--- config.mk ---
export PLATFORM = sky130hd
export DESIGN_NAME = dsp_mac_sequencer
export DESIGN_NICKNAME = d
export VERILOG_FILES = /design/src/rtl/dsp_mac_pkg.sv /design/src/rtl/dsp_mac_vpipe.sv /design/src/rtl/dsp_mac_sequencer.sv
export SDC_FILE = /design/constraint.sdc
export NUM_CORES = 1
export LEC_CHECK = 0
export CAP_MARGIN = 20
export CELL_PAD_IN_SITES_DETAIL_PLACEMENT = 0
export CELL_PAD_IN_SITES_GLOBAL_PLACEMENT = 1
export CORE_ASPECT_RATIO = 0.75
export CORE_MARGIN = 5
export CORE_UTILIZATION = 49
export CTS_CLUSTER_SIZE = 14
export DETAILED_ROUTE_END_ITERATION = 10
export DONT_BUFFER_PORTS = 1
export GPL_TIMING_DRIVEN = 0
export PLACE_DENSITY = 0.92
export SETUP_SLACK_MARGIN = 0.3
export SYNTH_ARGS = -nofsm -noshare
export SYNTH_HDL_FRONTEND = slang
export SYNTH_SLANG_ARGS = --single-unit
--- constraint.sdc ---
create_clock -name clk -period 4.3 [get_ports clk]
set_input_delay 1.075 -clock clk [delete_from_list [all_inputs] [get_ports clk]]
set_output_delay 1.075 -clock clk [all_outputs]
set_load 0.02 [all_outputs]
--- src/rtl/dsp_mac_pkg.sv ---
// -----------------------------------------------------------------------------
// dsp_mac_pkg
// Shared types and constants for the DSP48A1 MAC sequencer.
//   state_t   : sequencer FSM states
//   beat_t    : per-beat control flags carried alongside the slice pipeline
//   OPM_FIRST : OPMODE for tap 0 (X=M, Z=0, add, CIN=0)
//   OPM_ACC   : OPMODE for later taps (X=M, Z=P, add, CIN=0)
//   MAC_LAT   : edges from acceptance until the product is in P
// -----------------------------------------------------------------------------
package dsp_mac_pkg;

  typedef enum logic [1:0] {
    IDLE  = 2'd0,
    RUN   = 2'd1,
    DRAIN = 2'd2
  } state_t;

  typedef struct packed {
    logic valid;
    logic first;
    logic last;
  } beat_t;

  localparam logic [7:0] OPM_FIRST = 8'h01;
  localparam logic [7:0] OPM_ACC   = 8'h09;
  localparam int         MAC_LAT   = 3;

endpackage

--- src/rtl/dsp_mac_vpipe.sv ---
// -----------------------------------------------------------------------------
// dsp_mac_vpipe
// MAC_LAT-deep shift register of {valid, first, last} beat flags that tracks
// each accepted pair through the slice's A1/B1 -> M/OPMODE -> P registers.
// Index 0 of each output vector is stage 1 (one edge after acceptance).
// Ports:
//   clk, rst_n           : clock, asynchronous active-low reset
//   clr                  : synchronous active-high clear of every stage
//   in_valid/first/last  : flags of the beat accepted this cycle
//   valid_q/first_q/last_q : per-stage flags, [0]=stage 1 .. [MAC_LAT-1]
// -----------------------------------------------------------------------------
import dsp_mac_pkg::*;

module dsp_mac_vpipe (
  input  logic               clk,
  input  logic               rst_n,
  input  logic               clr,
  input  logic               in_valid,
  input  logic               in_first,
  input  logic               in_last,
  output logic [MAC_LAT-1:0] valid_q,
  output logic [MAC_LAT-1:0] first_q,
  output logic [MAC_LAT-1:0] last_q
);

  beat_t                  in_beat;
  beat_t [MAC_LAT-1:0]    pipe_q;

  assign in_beat = '{valid: in_valid, first: in_first, last: in_last};

  // NOTE: every stage is reset, unlike a plain data store, because a stale
  // flag here would fire slice clock enables or a bogus result capture.
  // NOTE: sequential state uses non-blocking assignments so all stages shift
  // on the same edge regardless of statement order.
  always_ff @(posedge clk or negedge rst_n) begin
    if (!rst_n) begin
      pipe_q <= '0;
    end else if (clr) begin
      pipe_q <= '0;
    end else begin
      pipe_q <= {pipe_q[MAC_LAT-2:0], in_beat};
    end
  end

  always_comb begin
    for (int i = 0; i < MAC_LAT; i++) begin
      valid_q[i] = pipe_q[i].valid;
      first_q[i] = pipe_q[i].first;
      last_q[i]  = pipe_q[i].last;
    end
  end

endmodule

--- src/rtl/dsp_mac_sequencer.sv ---
// -----------------------------------------------------------------------------
// dsp_mac_sequencer
// Drives a DSP48A1 slice (A1/B1, M, OPMODE and P registered) so N_TAPS
// unsigned 18x18 products accumulate in P, then captures P into m_data.
// Ports:
//   clk, rst_n                   : clock, asynchronous active-low reset
//   s_valid/s_ready/s_sample/s_coef : input pair handshake
//   m_valid/m_ready/m_data       : result handshake (48-bit sum)
//   busy                         : FSM not in IDLE
//   dsp_a/dsp_b/dsp_opmode       : slice operands and OPMODE
//   dsp_cea/ceb/ceop/cem/cep     : slice clock enables
//   dsp_rst                      : active-high reset to all slice rst* ports
//   dsp_p                        : slice P output
// Optional build macro MAC_SEQ_PERF_EN adds perf_stall (RUN cycles with
// s_valid low) and perf_jobs (results captured), both 32-bit wrapping.
// -----------------------------------------------------------------------------
import dsp_mac_pkg::*;

module dsp_mac_sequencer #(
  parameter int N_TAPS = 8
) (
  input  logic        clk,
  input  logic        rst_n,
  input  logic        s_valid,
  output logic        s_ready,
  input  logic [17:0] s_sample,
  input  logic [17:0] s_coef,
  output logic        m_valid,
  input  logic        m_ready,
  output logic [47:0] m_data,
  output logic        busy,
  output logic [17:0] dsp_a,
  output logic [17:0] dsp_b,
  output logic [7:0]  dsp_opmode,
  output logic        dsp_cea,
  output logic        dsp_ceb,
  output logic        dsp_ceop,
  output logic        dsp_cem,
  output logic        dsp_cep,
  output logic        dsp_rst,
`ifdef MAC_SEQ_PERF_EN
  output logic [31:0] perf_stall,
  output logic [31:0] perf_jobs,
`endif
  input  logic [47:0] dsp_p
);

  localparam int               TAP_W    = $clog2(N_TAPS) + 1;
  localparam logic [TAP_W-1:0] LAST_IDX = TAP_W'(N_TAPS - 1);

  state_t             state_q, state_d;
  logic [TAP_W-1:0]   tap_cnt_q, tap_cnt_d;
  logic               acc;
  logic               beat_first, beat_last;
  logic               rst_hold_q;
  logic [MAC_LAT-1:0] v_q, f_q, l_q;
  logic               res_cap;

  // Held high through the first edge after rst_n releases so the slice's
  // synchronous resets see at least one active edge.
  always_ff @(posedge clk or negedge rst_n) begin
    if (!rst_n) rst_hold_q <= 1'b1;
    else        rst_hold_q <= 1'b0;
  end

  assign dsp_rst = rst_hold_q;

  // No beat is taken while the slice is still held in reset, otherwise it
  // would be dropped by the cleared A1/B1 registers.
  assign s_ready = (state_q == RUN) ||
                   ((state_q == IDLE) && (!m_valid || m_ready) && !dsp_rst);
  assign acc     = s_valid && s_ready;
  assign busy    = (state_q != IDLE);
  assign res_cap = l_q[MAC_LAT-1];

  assign dsp_a      = s_sample;
  assign dsp_b      = s_coef;
  assign dsp_cea    = acc;
  assign dsp_ceb    = acc;
  // OPMODE is loaded on the same edge as M, so the post-adder always pairs
  // a product with the OPMODE of its own tap.
  assign dsp_cem    = v_q[0];
  assign dsp_ceop   = v_q[0];
  assign dsp_cep    = v_q[1];
  assign dsp_opmode = f_q[0] ? OPM_FIRST : OPM_ACC;

  dsp_mac_vpipe u_vpipe (
    .clk      (clk),
    .rst_n    (rst_n),
    .clr      (dsp_rst),
    .in_valid (acc),
    .in_first (beat_first),
    .in_last  (beat_last),
    .valid_q  (v_q),
    .first_q  (f_q),
    .last_q   (l_q)
  );

  // NOTE: every signal written here gets a default first, so no path leaves
  // a value unassigned and no latch is inferred.
  always_comb begin
    state_d    = state_q;
    tap_cnt_d  = tap_cnt_q;
    beat_first = 1'b0;
    beat_last  = 1'b0;
    case (state_q)
      IDLE: begin
        if (acc) begin
          tap_cnt_d  = TAP_W'(1);
          beat_first = 1'b1;
          beat_last  = (N_TAPS == 1);
          state_d    = (N_TAPS == 1) ? DRAIN : RUN;
        end
      end
      RUN: begin
        if (acc) begin
          tap_cnt_d = tap_cnt_q + 1'b1;
          if (tap_cnt_q == LAST_IDX) begin
            beat_last = 1'b1;
            state_d   = DRAIN;
          end
        end
      end
      DRAIN: begin
        if (res_cap) state_d = IDLE;
      end
      default: state_d = IDLE;
    endcase
  end

  always_ff @(posedge clk or negedge rst_n) begin
    if (!rst_n) begin
      state_q   <= IDLE;
      tap_cnt_q <= '0;
    end else begin
      state_q   <= state_d;
      tap_cnt_q <= tap_cnt_d;
    end
  end

  // A capture on the same edge as a downstream accept wins, keeping the
  // output valid with the new sum.
  always_ff @(posedge clk or negedge rst_n) begin
    if (!rst_n) begin
      m_valid <= 1'b0;
      m_data  <= '0;
    end else if (res_cap) begin
      m_valid <= 1'b1;
      m_data  <= dsp_p;
    end else if (m_ready) begin
      m_valid <= 1'b0;
    end
  end

`ifdef MAC_SEQ_PERF_EN
  always_ff @(posedge clk or negedge rst_n) begin
    if (!rst_n) begin
      perf_stall <= '0;
      perf_jobs  <= '0;
    end else begin
      if ((state_q == RUN) && !s_valid) perf_stall <= perf_stall + 32'd1;
      if (res_cap)                      perf_jobs  <= perf_jobs + 32'd1;
    end
  end
`endif

endmodule

# Word level (Yosys, flattened, before mapping)

Index checks and enable logic that the tools add are counted.

Flip-flop bits (word level): 62
Logic and storage cells: 49

Add/sub/neg operators: 1
Eq/ne operators: 7
Multiplexer cells: 17
Reductions and logical operators: 13

Operator list:

| operator                                                         | count |
|---|---|
| 4-bit two-way mux                                                | 3 |
| 2-bit two-way mux                                                | 4 |
| 2-bit by 1-bit != test with 1-bit output (second input constant) | 4 |
| 4-bit case mux with 2 select lines                               | 1 |
| 1-bit two-way mux                                                | 7 |
| 7-bit two-way mux                                                | 1 |
| 2-bit case mux with 3 select lines                               | 1 |
| 2-bit nonzero test                                               | 3 |
| 4-bit by 1-bit adder with 4-bit output (second input constant)   | 1 |
| 4-bit by 3-bit == test with 1-bit output (second input constant) | 1 |
| 4-bit AND reduction                                              | 1 |
| 1-bit logical AND                                                | 3 |
| 3-bit AND reduction                                              | 1 |
| 2-bit by 1-bit == test with 1-bit output (second input constant) | 1 |
| 2-bit == test (second input constant)                            | 1 |
| 1-bit zero test                                                  | 2 |
| 2-bit zero test                                                  | 1 |
| 1-bit logical OR                                                 | 2 |

# Longest topological paths before layout

Word-level depth: 9
Mapped depth: 5
Mapped depth without buffers: 4

# Modules after synthesis

A second synthesis with hierarchy kept.

Cell total of the unflattened synthesis: 209
Area, all modules: 2849.0 µm²

Modules (own cells, without submodules):

| module            | times used | cells an instance | area each (µm²) |
|---|---|---|---|
| dsp_mac_sequencer | 1          | 191               | 2567.5 |
| dsp_mac_vpipe     | 1          | 18                | 281.5 |

# Least setup slack after synthesis

Ideal clock, no wire load.

Kind: input -> output
From: input m_ready
To: output dsp_ceb
Data arrival time: 1.856 ns
Required time: 3.225 ns
Slack: 1.369 ns
Cell stages on the path: 4
Buffers on the path: 1
Cells stage by stage: or3b_1 nand3_2 inv_1 buf_4

Cells in the longest elaborated chain, start to end: 5

RTL lines:

| item                           | RTL line                | source |
|---|---|---|
| start, declared                | dsp_mac_sequencer.sv:29 | `input logic m_ready,` |
| 1-bit logical OR               | dsp_mac_sequencer.sv:71 | `((state_q == IDLE) && (!m_valid \|\| m_ready) && !dsp_rst);` |
| 1-bit logical AND (2 in a row) | dsp_mac_sequencer.sv:71 |  |
| 1-bit logical OR               | dsp_mac_sequencer.sv:70 | `assign s_ready = (state_q == RUN) \|\|` |
| 1-bit logical AND              | dsp_mac_sequencer.sv:72 | `assign acc = s_valid && s_ready;` |
| end, declared                  | dsp_mac_sequencer.sv:36 | `output logic dsp_ceb,` |

No other way between the ends.

# Final worst setup path

Ends and elaborated chain as after synthesis.

==> flow_summary.toml <==
[clocking]
cts_max_path_buffers = 2
cts-root-buf = "clkbuf_8"
numCtsBuffers = 9
htree_levels = 3
ctsHoldBuffers = 0
clock_latency_ns = 0.33
ctsResizeCount = 0
cts_tree = "done"
numClockSinks = 62
path_clk_slew_ns = 0.07
postCtsSetupBuffers = 0

[synthesis]
ys.flop_type = "dfrtp_1"
synth_top_area_share_pct = 55.8
syn_area_um2 = 2740
ys_seq_area_share_pct = 56.7
synth_area_leaders = "dfrtp_1, mux2_2, buf_4"
synthArstFlopShare_pct = 100
synth_top_area_cell = "dfrtp_1"
avgSynthCellArea_um2 = 13.5
yosys.cell_types.count = 32
synthCells = 203
yosysWarningCount = 0
synth-edff-count = 0
ys_seq_elements = 62

[placement]
place_hpwl_mm = 4.34
io_buffers = 0
dp.cells = 284
gp_congestion = 0.698

[power_and_ir_drop]
vdd_drop_max_mv = 0.263
power_leakage_nw = 1.62
powerDensity_nw_per_um2 = 373

[global_route]
grt_pass1_vias = 1563
grt_pass1_wl_mm = 7.93
grt_overflow = 0
grt_use_total_pct = 14.8
antenna_found_initial = 0
grt_max_degree = 63

[worst_setup_path]
crit_type = "primary input to output port"
cp-start-kind = "primary input"
reg2reg_slack_ns = 3.01
worstPathArrival_ns = 1.94
required_ns = 3.22
r2r_end = "tap_cnt_q[2]"
end_kind = "output port"
crit_fanout = 5
reg2reg_depth = 3
r2r-start = "m_valid"

[min_path]
hold_path.class = "primary input to async pin"

[route]
drcViolationCount = 0
firstDrtPassIters = 4
drt_first_iter_violations = 58
drtAntennaViolNets = 0
vias_per_cell = 4.97
wl_per_cell_um = 18.5
drt_wl_total_mm = 5.55
num_vias = 1490

[timing]
finalHoldViolCount = 0
period_needed_ns = 3.02
drv_slew = 0
tns_ns = 0
fin_skew_ns = 0.0109
clock.fmax_ghz = 0.331
timing.final.crit_share_pct = 70.2
grt_setup_unrepaired = "no"
setup_viol = 0

[finish]
insertedDiodeCount = 0
final_cell_count_no_fill = 300
synthToLayoutAreaGrowth_pct = 11.2
drive_gt1_share_pct = 51.1
nets = 309

[floorplanning]
rows = 23
core_um2 = 5380
die_width_um = 96.3
io_pins = 189
initial_core_util_pct = 50.9
die-area_um2 = 7200
die_y_um = 74.7

[status]
status = "completed"

[job]
cap_viol_max_count = 0
## worst max-delay path, cell delays in order
cell and delay (ns):
or3b_1 0.39, nand3_2 0.15, inv_1 0.14, buf_4 0.19
## state kept, by name (all words and copies together) (netlist names)
register,flops
dsp_rst,1
m_data,48
m_valid,1
state_q,2
tap_cnt_q,4
u_vpipe.first_q,1
u_vpipe.last_q,3
u_vpipe.valid_q,2
## where the power goes
group,switching (W),leakage (nW),internal [W]
logic,0.0000358,0.661,0.0000272
registers,0.00000195,0.858,0.000584
clock network,0.000220,0.100,0.000266
total,0.000257,1.62,0.000878
## worst max path at each step
stage / endpoint / cells after the start / slack, ns / from
2_1_floorplan: dsp_ceb / 4 / 1.37 / m_ready
3_3_place_gp: dsp_ceb / 4 / 1.31 / m_ready
3_5_place_dp: dsp_ceb / 4 / 1.29 / m_ready
4_1_cts: dsp_ceb / 4 / 1.28 / m_ready
5_1_grt: dsp_ceb / 4 / 1.23 / m_ready
6_report: dsp_ceb / 4 / 1.28 / m_ready
## cell families (layout without fill, tap and decap cells)
group / Yosys count / count (layout) / synth area share (%)
AO/OA/AOI/OAI: 8 / 8 / 2.01
buffers and inverters: 56 / 72 / 14.2
AND/OR/NAND/NOR: 26 / 26 / 6.58
adder cells (fa/ha/maj): 1 / 1 / 0.457
flip-flops: 62 / 62 / 56.7
other: 2 / 8 / 0.274
multiplexers: 48 / 48 / 19.7
## Yosys cell counts (2+ instances only)
cell and n:
nand2_1 2, nor2b_1 3, buf_4 46, nor2_1 3, dfrtp_1 61, mux2_2 43, nand2b_1 6, conb_1 2
a31oi_1 2, inv_1 4, mux2_1 5, buf_2 5, o21ai_0 2
## layout make-up
cell class                      count  area [um^2]
Fill cell                         456         2340
Inverter                            4         15.0
Tap cell                           75         93.8
Sequential cell                    62         1550
Clock buffer                       10          128
Buffer                             52          374
Clock inverter                      6         62.6
Multi-Input combinational cell     91          818
## layout by cell type, fill, tap and decap left out, drive strengths merged, types with 2 or more instances in the layout
master and instances:
nor2b 4, nand2b 6, nand3 2, conb 8, a31oi 2, dfrtp 61
nand2 2, mux2 48, o21ai 2, clkinv 5, buf 51, clkbuf 11
nor2 4, inv 4
## per-stage QoR
| stage | util, % | hold WS [ns] | power, W | instance area (um^2) | setup slack (ns) |
|---|---|---|---|---|---|
| 2_1_floorplan | - | 0.439 | 0.000657 | 2760 | 1.37 |
| 3_3_place_gp | 53.0 | 0.442 | 0.000660 | 2850 | 1.31 |
| 3_5_place_dp | 53.0 | 0.450 | 0.000661 | 2850 | 1.29 |
| 4_1_cts | 56.6 | 0.414 | 0.00115 | 3040 | 1.28 |
| 5_1_grt | 56.6 | 0.392 | 0.00119 | 3040 | 1.23 |
| 6_report | 56.6 | 0.431 | 0.00114 | 3040 | 1.28 |
## metal layers
| layer | part of all wire (%) | wire length [um] | global-route usage (%) |
|---|---|---|---|
| met1 | 36 | 1980 | 17.9 |
| met2 | 49 | 2720 | 22.3 |
| met3 | 14 | 795 | 8.49 |
| met4 | 0.88 | 49 | 5.60 |
| met5 | 0 | 0 | 0 |
(Power assumes the default switching activity.)
==> variant, RTL diff (same flow settings) <==
One comparison of `tap_cnt_q` changes from == to >=.
--- a/src/rtl/dsp_mac_sequencer.sv
+++ b/src/rtl/dsp_mac_sequencer.sv
@@ -115,7 +115,7 @@
       RUN: begin
         if (acc) begin
           tap_cnt_d = tap_cnt_q + 1'b1;
-          if (tap_cnt_q == LAST_IDX) begin
+          if (tap_cnt_q >= LAST_IDX) begin
             beat_last = 1'b1;
             state_d   = DRAIN;
           end
Behaviour: no difference found for any inputs over 10 cycles, from zero or initial values and one cycle with rst_n low; that may be too few to reach the edited logic, so the function may still have changed.
==> variant against the unedited design <==
  * Synthesized area shrank 0.32%
  * Sequential cell count is the same
  * Count of clock-buffer cells in the layout rose by 2
  * Total power increased by 3.7%
  * Die area fell by 0.28%
  * First-iteration DRC count decreased by 36%
  * Sequential power about the same
  * Routed wire length down 0.49%
  * Via count fell by 0.13%
  * Design area grew 0.29%
  * Worst setup slack improved by 100 ps
  * Critical path type unchanged
  * Largest cell class unchanged
==> variant: results (changes against the unedited design) <==
<table>
<tr><th>Metric</th><th>Value</th></tr>
<tr><th colspan="2">Status</th></tr>
<tr><td>Status</td><td>finished, final reports clean</td></tr>
<tr><th colspan="2">Yosys</th></tr>
<tr><td>Largest cells by area after synthesis</td><td>dfrtp_1 (56%), mux2_2 (20%), buf_4 (12%)</td></tr>
<tr><td>Most common library cells after synthesis</td><td>dfrtp_1 (61), mux2_2 (48), buf_4 (45), buf_2 (5), nand2b_1 (4)</td></tr>
<tr><td>Post-synthesis adder-cell area fraction</td><td>0.459% (+0.0015 points)</td></tr>
<tr><td>Multiplexer fraction of the synthesized cell area</td><td>20.2% (+0.43 points)</td></tr>
<tr><td>Library cells used by synthesis</td><td>32 (unchanged)</td></tr>
<tr><td>Fraction of the yosys area taken by sequential cells</td><td>56.9% (+0.18 points)</td></tr>
<tr><th colspan="2">Drt</th></tr>
<tr><td>Drt first-iter violations</td><td>37 (-36%)</td></tr>
<tr><td>Detailed-route wire length</td><td>5520 um (-0.49%)</td></tr>
<tr><td>Via Count</td><td>1488 (-0.13%)</td></tr>
<tr><th colspan="2">Final layout</th></tr>
<tr><td>Biggest register</td><td>m_data</td></tr>
<tr><td>Fraction of final layout cells with drive strength greater than 1</td><td>54.3% (+3.2 points)</td></tr>
<tr><td>Number of nets in the layout</td><td>306 (-0.97%)</td></tr>
<tr><td>Area growth, synth to finish</td><td>11.9%</td></tr>
<tr><th colspan="2">Placement</th></tr>
<tr><td>Final GP Congestion</td><td>0.724 (+3.6%)</td></tr>
<tr><td>Placed instance area</td><td>0.00285 sq mm (-0.31%)</td></tr>
<tr><td>Post-detailed-placement half-perimeter wirelength</td><td>4230 um (-2.7%)</td></tr>
<tr><th colspan="2">Global route</th></tr>
<tr><td>Via count of the first global-routing pass</td><td>1558 (-0.32%)</td></tr>
<tr><td>Wire length of the first global-routing pass</td><td>7600 um (-4.1%)</td></tr>
<tr><td>Global routing usage summed across all routing layers</td><td>14.3% (-0.55 points)</td></tr>
<tr><th colspan="2">Pwr</th></tr>
<tr><td>VDD IR-drop max</td><td>0.000240 V (-8.8%)</td></tr>
<tr><td>Total leakage power</td><td>1.62 nW (about the same)</td></tr>
<tr><td>Switching power total</td><td>0.000253 W (-1.7%)</td></tr>
<tr><th colspan="2">STA</th></tr>
<tr><td>Clock Skews</td><td>4.62 ps (-6.29 ps)</td></tr>
<tr><th colspan="2">Critical path</th></tr>
<tr><td>CP arrival</td><td>1840 ps (-100 ps)</td></tr>
<tr><td>Slowest-stage cell, CP</td><td>a211o_4</td></tr>
<tr><td>CP peak stage delay</td><td>340 ps (-50 ps)</td></tr>
<tr><td>Largest fanout on the critical path</td><td>6 (+1)</td></tr>
</table>
==> variant: critical path: cells and delay by family <==
kind	cells	cell delay (ps)
AO/OA/AOI/OAI	1	340
buffers and inverters	2	370
AND/OR/NAND/NOR	1	50
==> variant: kinds of logic after synthesis <==
| kind of cell | Yosys count |
|---|---|
| DFF | 62 |
| buffers and inverters | 56 |
| muxes | 49 |
| and+or+nand+nor | 20 |
| AOI/OAI and AO/OA | 10 |
| other | 2 |
| adders and majority gates | 1 |
==> variant: through the flow <==
step / util [%] / power, W / cells / setup slack, ps
after CTS: 56.7 / 0.00120 / 296 / 1380
final: 56.7 / 0.00118 / 296 / 1380
after global routing: 56.7 / 0.00122 / 296 / 1360
after floorplan: - / 0.000660 / 206 / 1440
after detailed placement: 52.9 / 0.000664 / 281 / 1380
after global placement: 52.9 / 0.000664 / 281 / 1380
==> variant: power groups by stage <==
stage / Clock (W) / Combinational [W] / Sequential (W)
6_report: 0.000524 / 0.0000644 / 0.000588
5_1_grt: 0.000566 / 0.0000679 / 0.000588
4_1_cts: 0.000543 / 0.0000646 / 0.000588
3_5_place_dp: 0 / 0.0000646 / 0.000599
3_3_place_gp: 0 / 0.0000646 / 0.000599
2_1_floorplan: 0 / 0.0000620 / 0.000598
==> variant: per-layer routing <==
metal  part of all wire, %  up-vias  wire [um]  track usage (%)
li1                      -      654          -                -
met1                    36      721       1970             15.8
met2                    49      104       2720             22.8
met3                    14        9        751             8.29
met4                   1.2        0         68             5.68
met5                     0        -          0                0
==> variant: worst paths after layout <==
kind / depth (start not counted) / to / slack [ps] / from
worst max-delay path: 4 / dsp_ceb / 1380 / s_valid
worst min-delay path: 0 / m_data[22]$_DFFE_PN0P_ / 430 / rst_n
worst max register to register: 3 / tap_cnt_q[3]$_DFFE_PN0P_ / 2870 / m_valid$_DFFE_PN0P_
worst min register to register: 1 / u_vpipe.last_q[2]$_DFF_PN0_ / 460 / u_vpipe.last_q[1]$_DFF_PN0_
max in group asynchronous: 0 / dsp_rst$_DFF_PN1_ / 3680 / rst_n
min in group clk: 1 / u_vpipe.last_q[2]$_DFF_PN0_ / 460 / u_vpipe.last_q[1]$_DFF_PN0_
==> variant: area by class of cell <==
cell class,count,area share [%]
sequential,62,50.9
multi-input combinational,88,26.1
buffer,52,12.4
clock buffer,12,5.41
tap,75,3.07
clock inverter,3,1.39
inverter,4,0.738
